$ cat src/rtl/capped_subtractor_pipe.sv
// Two-stage valid/ready pipeline computing the saturating signed difference a - b,
// with per-result clamp flags and a sticky count of delivered saturated results.
module capped_subtractor_pipe #(
   parameter int BITWIDTH = 32,
   parameter int CNT_W    = 16
) (
   input  logic                clk,
   input  logic                rst_n,
   input  logic                in_valid,
   output logic                in_ready,
   input  logic [BITWIDTH-1:0] a,
   input  logic [BITWIDTH-1:0] b,
   output logic                out_valid,
   input  logic                out_ready,
   output logic [BITWIDTH-1:0] out,
   output logic                sat_hi,
   output logic                sat_lo,
   output logic [CNT_W-1:0]    sat_count,
   input  logic                clr_count
);

   localparam logic [CNT_W-1:0] CNT_MAX = {CNT_W{1'b1}};
   localparam logic [CNT_W-1:0] CNT_ONE = {{(CNT_W-1){1'b0}}, 1'b1};

   // Returns {sat_hi, sat_lo, result}; the top two bits of the widened difference
   // disagree exactly when the true difference leaves the BITWIDTH signed range.
   function automatic logic [BITWIDTH+1:0] clamp_diff(input logic [BITWIDTH:0] diff);
      logic [BITWIDTH+1:0] res;
      case (diff[BITWIDTH -: 2])
         2'b01:   res = {1'b1, 1'b0, 1'b0, {(BITWIDTH-1){1'b1}}};
         2'b10:   res = {1'b0, 1'b1, 1'b1, {(BITWIDTH-1){1'b0}}};
         default: res = {1'b0, 1'b0, diff[BITWIDTH-1:0]};
      endcase
      return res;
   endfunction

   logic                s1_valid_q, s1_valid_d;
   logic [BITWIDTH-1:0] a_q, a_d, b_q, b_d;
   logic                s2_valid_q, s2_valid_d;
   logic [BITWIDTH-1:0] out_q, out_d;
   logic                sat_hi_q, sat_hi_d, sat_lo_q, sat_lo_d;
   logic [CNT_W-1:0]    sat_count_q, sat_count_d;

   logic                s1_adv_s, s2_adv_s;
   logic [BITWIDTH:0]   diff_s;
   logic [BITWIDTH+1:0] clamp_s;
   logic                out_hs_s;

   assign s2_adv_s = !s2_valid_q | out_ready;
   assign s1_adv_s = !s1_valid_q | s2_adv_s;
   assign diff_s   = {a_q[BITWIDTH-1], a_q} - {b_q[BITWIDTH-1], b_q};
   assign clamp_s  = clamp_diff(diff_s);
   assign out_hs_s = s2_valid_q & out_ready;

   assign in_ready  = s1_adv_s;
   assign out_valid = s2_valid_q;
   assign out       = out_q;
   assign sat_hi    = sat_hi_q;
   assign sat_lo    = sat_lo_q;
   assign sat_count = sat_count_q;

   // Operand stage: capture a/b on input handshake, otherwise hold or drain.
   always_comb begin
      s1_valid_d = s1_valid_q;
      a_d        = a_q;
      b_d        = b_q;
      if (s1_adv_s) begin
         s1_valid_d = in_valid;
         if (in_valid) begin
            a_d = a;
            b_d = b;
         end else begin
            a_d = a_q;
            b_d = b_q;
         end
      end else begin
         s1_valid_d = s1_valid_q;
      end
   end

   // Result stage: load clamped difference; a bubble clears valid and flags.
   always_comb begin
      s2_valid_d = s2_valid_q;
      out_d      = out_q;
      sat_hi_d   = sat_hi_q;
      sat_lo_d   = sat_lo_q;
      if (s2_adv_s) begin
         s2_valid_d = s1_valid_q;
         if (s1_valid_q) begin
            sat_hi_d = clamp_s[BITWIDTH+1];
            sat_lo_d = clamp_s[BITWIDTH];
            out_d    = clamp_s[BITWIDTH-1:0];
         end else begin
            sat_hi_d = 1'b0;
            sat_lo_d = 1'b0;
         end
      end else begin
         s2_valid_d = s2_valid_q;
      end
   end

   // Saturation-event counter: clear has priority, increment sticks at max.
   always_comb begin
      sat_count_d = sat_count_q;
      if (clr_count) begin
         sat_count_d = {CNT_W{1'b0}};
      end else if (out_hs_s && (sat_hi_q || sat_lo_q) && (sat_count_q != CNT_MAX)) begin
         sat_count_d = sat_count_q + CNT_ONE;
      end else begin
         sat_count_d = sat_count_q;
      end
   end

   // State registers with asynchronous active-low reset.
   always_ff @(posedge clk or negedge rst_n) begin
      if (!rst_n) begin
         s1_valid_q  <= 1'b0;
         a_q         <= {BITWIDTH{1'b0}};
         b_q         <= {BITWIDTH{1'b0}};
         s2_valid_q  <= 1'b0;
         out_q       <= {BITWIDTH{1'b0}};
         sat_hi_q    <= 1'b0;
         sat_lo_q    <= 1'b0;
         sat_count_q <= {CNT_W{1'b0}};
      end else begin
         s1_valid_q  <= s1_valid_d;
         a_q         <= a_d;
         b_q         <= b_d;
         s2_valid_q  <= s2_valid_d;
         out_q       <= out_d;
         sat_hi_q    <= sat_hi_d;
         sat_lo_q    <= sat_lo_d;
         sat_count_q <= sat_count_d;
      end
   end

endmodule

$ cat config.mk
export PLATFORM = sky130hd
export DESIGN_NAME = capped_subtractor_pipe
export DESIGN_NICKNAME = d
export VERILOG_FILES = /design/src/rtl/capped_subtractor_pipe.sv
export SDC_FILE = /design/constraint.sdc
export NUM_CORES = 1
export LEC_CHECK = 0
export ABC_AREA = 0
export CAP_MARGIN = 20
export CORE_UTILIZATION = 24
export CTS_BUF_LIST = sky130_fd_sc_hd__clkbuf_8
export DETAILED_ROUTE_END_ITERATION = 10
export GPL_TIMING_DRIVEN = 1
export REMOVE_ABC_BUFFERS = 1
export SKIP_LAST_GASP = 1
export SLEW_MARGIN = 20
export SYNTH_ARGS = -nofsm -noshare
export SYNTH_HDL_FRONTEND = slang
export SYNTH_SLANG_ARGS = --single-unit
$ cat constraint.sdc
create_clock -name clk -period 5.62 [get_ports clk]
set_input_delay 1.405 -clock clk [delete_from_list [all_inputs] [get_ports clk]]
set_output_delay 1.405 -clock clk [all_outputs]
set_load 0.05 [all_outputs]
==> load_flow_metrics.sql <==
INSERT INTO impl_metrics (metric_group, metric, value, unit) VALUES
('outcome', 'outcome', 'finished, violations left', ''),
('outcome', 'violated_checks', 'DRC', ''),
('logic_synthesis', 'number_of_enable_type_register_cells_in_the_synthesized_netlist', '0', ''),
('placement', 'place_inst', '1083', ''),
('logic_synthesis', 'synth_cell_type_count', '57', ''),
('route', 'remaining_drc_errors', '12', ''),
('worst_setup_path', 'worst-endpoint-required', '4.22', 'ns'),
('route', 'drt-pass1-iter-count', '9', ''),
('logic_synthesis', 'yosys_register_bits', '116', ''),
('grt', 'first_global_vias', '4981', ''),
('placement', 'finalWeightedCongestion', '0.810', ''),
('final_layout', 'proportion_of_layout_cells_with_a_drive_suffix_above_1', '14.8', '%'),
('power', 'p_switching', '1.63', 'mW'),
('worst_setup_path', 'worst-endpoint-arrival', '3.12', 'ns'),
('sta', 'layout_worst_path_cycle_share', '80.5', '%'),
('cts', 'tritoncts', 'yes', ''),
('logic_synthesis', 'syn_inst', '647', ''),
('worst_setup_path', 'crit_chain', 'clkdlybuf4s50_1, nor2b_1, nand2_1, clkdlybuf4s50_1', ''),
('logic_synthesis', 'synth_sequential_area_ratio', '44.9', '%'),
('cts', 'cts_sinks', '116', ''),
('cts', 'clk_path_buf_depth', '2', ''),
('sta', 'worst_pin_slew', '0.872', 'ns'),
('power', 'power.ir.vdd_worst', '0.192', 'mV'),
('sta', 'clock_skew', '0.0110', 'ns'),
('power', 'combPwrFrac', '49.3', '%'),
('final_layout', 'antenna-diode-count', '0', ''),
('grt', 'grt_pass1_wl', '27.3', 'mm'),
('worst_setup_path', 'critPathKind', 'input pin to primary output', ''),
('job', 'cap_viol_max_count', '0', ''),
('final_layout', 'layout.cells.most_common', 'clkdlybuf4s50_1', ''),
('sta', 'post-route-min-period', '4.52', 'ns'),
('final_layout', 'instances_no_fill', '1113', ''),
('grt', 'global_route_overflow', '0', ''),
('grt', 'maximum_number_of_pins_on_one_net_before_global_route_repair', '83', ''),
('worst_setup_path', 'end_kind', 'primary output', ''),
('final_layout', 'commonest_non_fill_non_tap_cells_in_the_layout', 'clkdlybuf4s50_1 (119), dfrtp_1 (116), a21oi_1 (66)', ''),
('floorplanning', 'chipWidth', '166', 'µm'),
('sta', 'hold_violations', '0', ''),
('worst_setup_path', 'crit_path_start_kind', 'input pin', ''),
('floorplanning', 'placement_rows', '59', ''),
('route', 'detail_route.wirelength', '17.0', 'mm'),
('route', 'ant_nets', '0', ''),
('power', 'cellLeakagePower', '3.56', 'nW'),
('cts', 'root_buffer', 'clkbuf_8', ''),
('sta', 'max_slew_headroom', '41.9', '%'),
('logic_synthesis', 'yosys.area.top_type', 'dfrtp_1', ''),
('floorplanning', 'fp.dieArea', '27600', 'µm²'),
('route', 'vias', '5065', ''),
('logic_synthesis', 'ys_async_sr_fraction', '100', '%'),
('power', 'swShare', '43.5', '%'),
('grt', 'grt_use_total', '12.7', '%'),
('sta', 'setup_tns', '0', 'ns'),
('logic_synthesis', 'synth_flop_cell', 'dfrtp_1', ''),
('placement', 'dp_hpwl', '12.7', 'mm'),
('placement', 'port_buffers', '120', ''),
('logic_synthesis', 'syn_avg_cell_area', '9.98', 'µm²'),
('cts', 'post-cts-setup-buffers', '0', ''),
('final_layout', 'areaGrowthSynthToFinish', '30.2', '%'),
('logic_synthesis', 'mappedNetlistArea', '6460', 'µm²'),
('logic_synthesis', 'proportion_of_netlist_area_held_by_the_largest_area_contributor', '44.9', '%'),
('sta', 'slew_viol_final', '0', ''),
('worst_setup_path', 'cp_slowest_stage_delay', '0.73', 'ns'),
('logic_synthesis', 'ys_top_cells_by_area', 'dfrtp_1 (45%), mux2_2 (11%), ha_1 (7.2%), a21oi_1 (5.1%), nand2_1 (3.1%)', ''),
('worst_setup_path', 'cp_slowest_cell', 'clkdlybuf4s50_1', ''),
('floorplanning', 'io-pin-count', '121', ''),
('cts', 'ctsHoldBuffers', '0', ''),
('route', 'post_drt_wl_per_cell', '15.2', 'µm'),
('cts', 'clkSlewWorstSetupHoldPaths', '0.06', 'ns'),
('worst_hold_path', 'holdCritPathClass', 'flop to flop', ''),
('grt', 'grt_antenna_before_repair', '0', ''),
('power', 'clock_power_share', '20.6', '%');
==> registers in the layout (all words and copies together) (netlist names) <==
name / cells
sat_lo: 1
b_q: 32
out_valid: 1
out: 32
sat_count: 16
sat_hi: 1
a_q: 32
s1_valid_q: 1
==> cells in the mapped netlist, types with 4 or more instances <==
master / n
dfrtp_1: 116
o21ai_1: 12
or3_1: 6
mux2_2: 65
xor2_1: 16
nand2_1: 54
a21oi_1: 66
buf_2: 8
o21ai_0: 35
o211ai_1: 4
a21o_1: 6
xnor2_1: 23
clkbuf_1: 15
nor3_1: 7
ha_1: 37
nor2b_1: 5
inv_1: 49
a31oi_1: 11
nand4_1: 7
nand3_1: 10
nor2_1: 39
==> routing by layer <==
layer / vias to the layer above / wire (µm) / track usage, %
li1: 2512 / - / -
met1: 2414 / 7960 / 16.6
met2: 129 / 7880 / 20.5
met3: 10 / 981 / 3.19
met4: 0 / 133 / 3.49
met5: - / 0 / 0
==> stage by stage <==
step	hold WS (ns)	instance area, µm²	power [mW]
final	0.490	8410	3.75
after global placement	0.463	8020	2.99
after CTS	0.495	8400	3.80
after detailed placement	0.480	8020	3.01
after global routing	0.516	8410	4.01
after floorplan	0.480	6360	2.39
==> worst max-delay path: cells and delay by family <==
kind | cells | cell delay (ns)
buffers and inverters | 2 | 1.16
and+or+nand+nor | 2 | 0.55
==> cell families (layout without fill, tap and decap cells) <==
logic type	count (synthesis)	in the layout	synth area share, %
AO/OA/AOI/OAI	166	166	15.8
XOR/XNOR	39	39	5.29
adder cells (fa/ha/maj)	38	38	7.48
buffers and inverters	75	206	4.51
flip-flops	116	116	44.9
multiplexers	66	66	11.5
AND/OR/NAND/NOR	147	147	10.5
==> area by class of cell <==
| type | instances | area (µm²) |
|---|---|---|
| Clock buffer | 20 | 275 |
| Inverter | 50 | 188 |
| Clock inverter | 10 | 108 |
| Sequential cell | 116 | 2900 |
| Fill cell | 2714 | 17800 |
| Multi-Input combinational cell | 456 | 3270 |
| Tap cell | 335 | 419 |
| Timing Repair Buffer | 126 | 1250 |
==> power by group through the flow <==
stage                     clock [mW]  sequential, mW  combinational (mW)
after floorplan                    0            1.52               0.868
after global placement             0            1.14                1.85
after detailed placement           0            1.15                1.86
after CTS                      0.801            1.13                1.87
after global routing           0.839            1.16                2.01
final                          0.772            1.13                1.85
==> worst paths after layout <==
kind	from	to	slack, ns	cells after the start
worst max-delay path	out_ready	in_ready	1.10	4
worst min-delay path	out[3]	out[3]	0.49	2
worst max register to register	b_q[3]	out[30]	1.24	13
worst min register to register	out[3]	out[3]	0.49	2
max in group asynchronous	rst_n	sat_hi	3.58	2
min in group asynchronous	rst_n	b_q[6]	1.02	1
(Power assumes the default switching activity.)
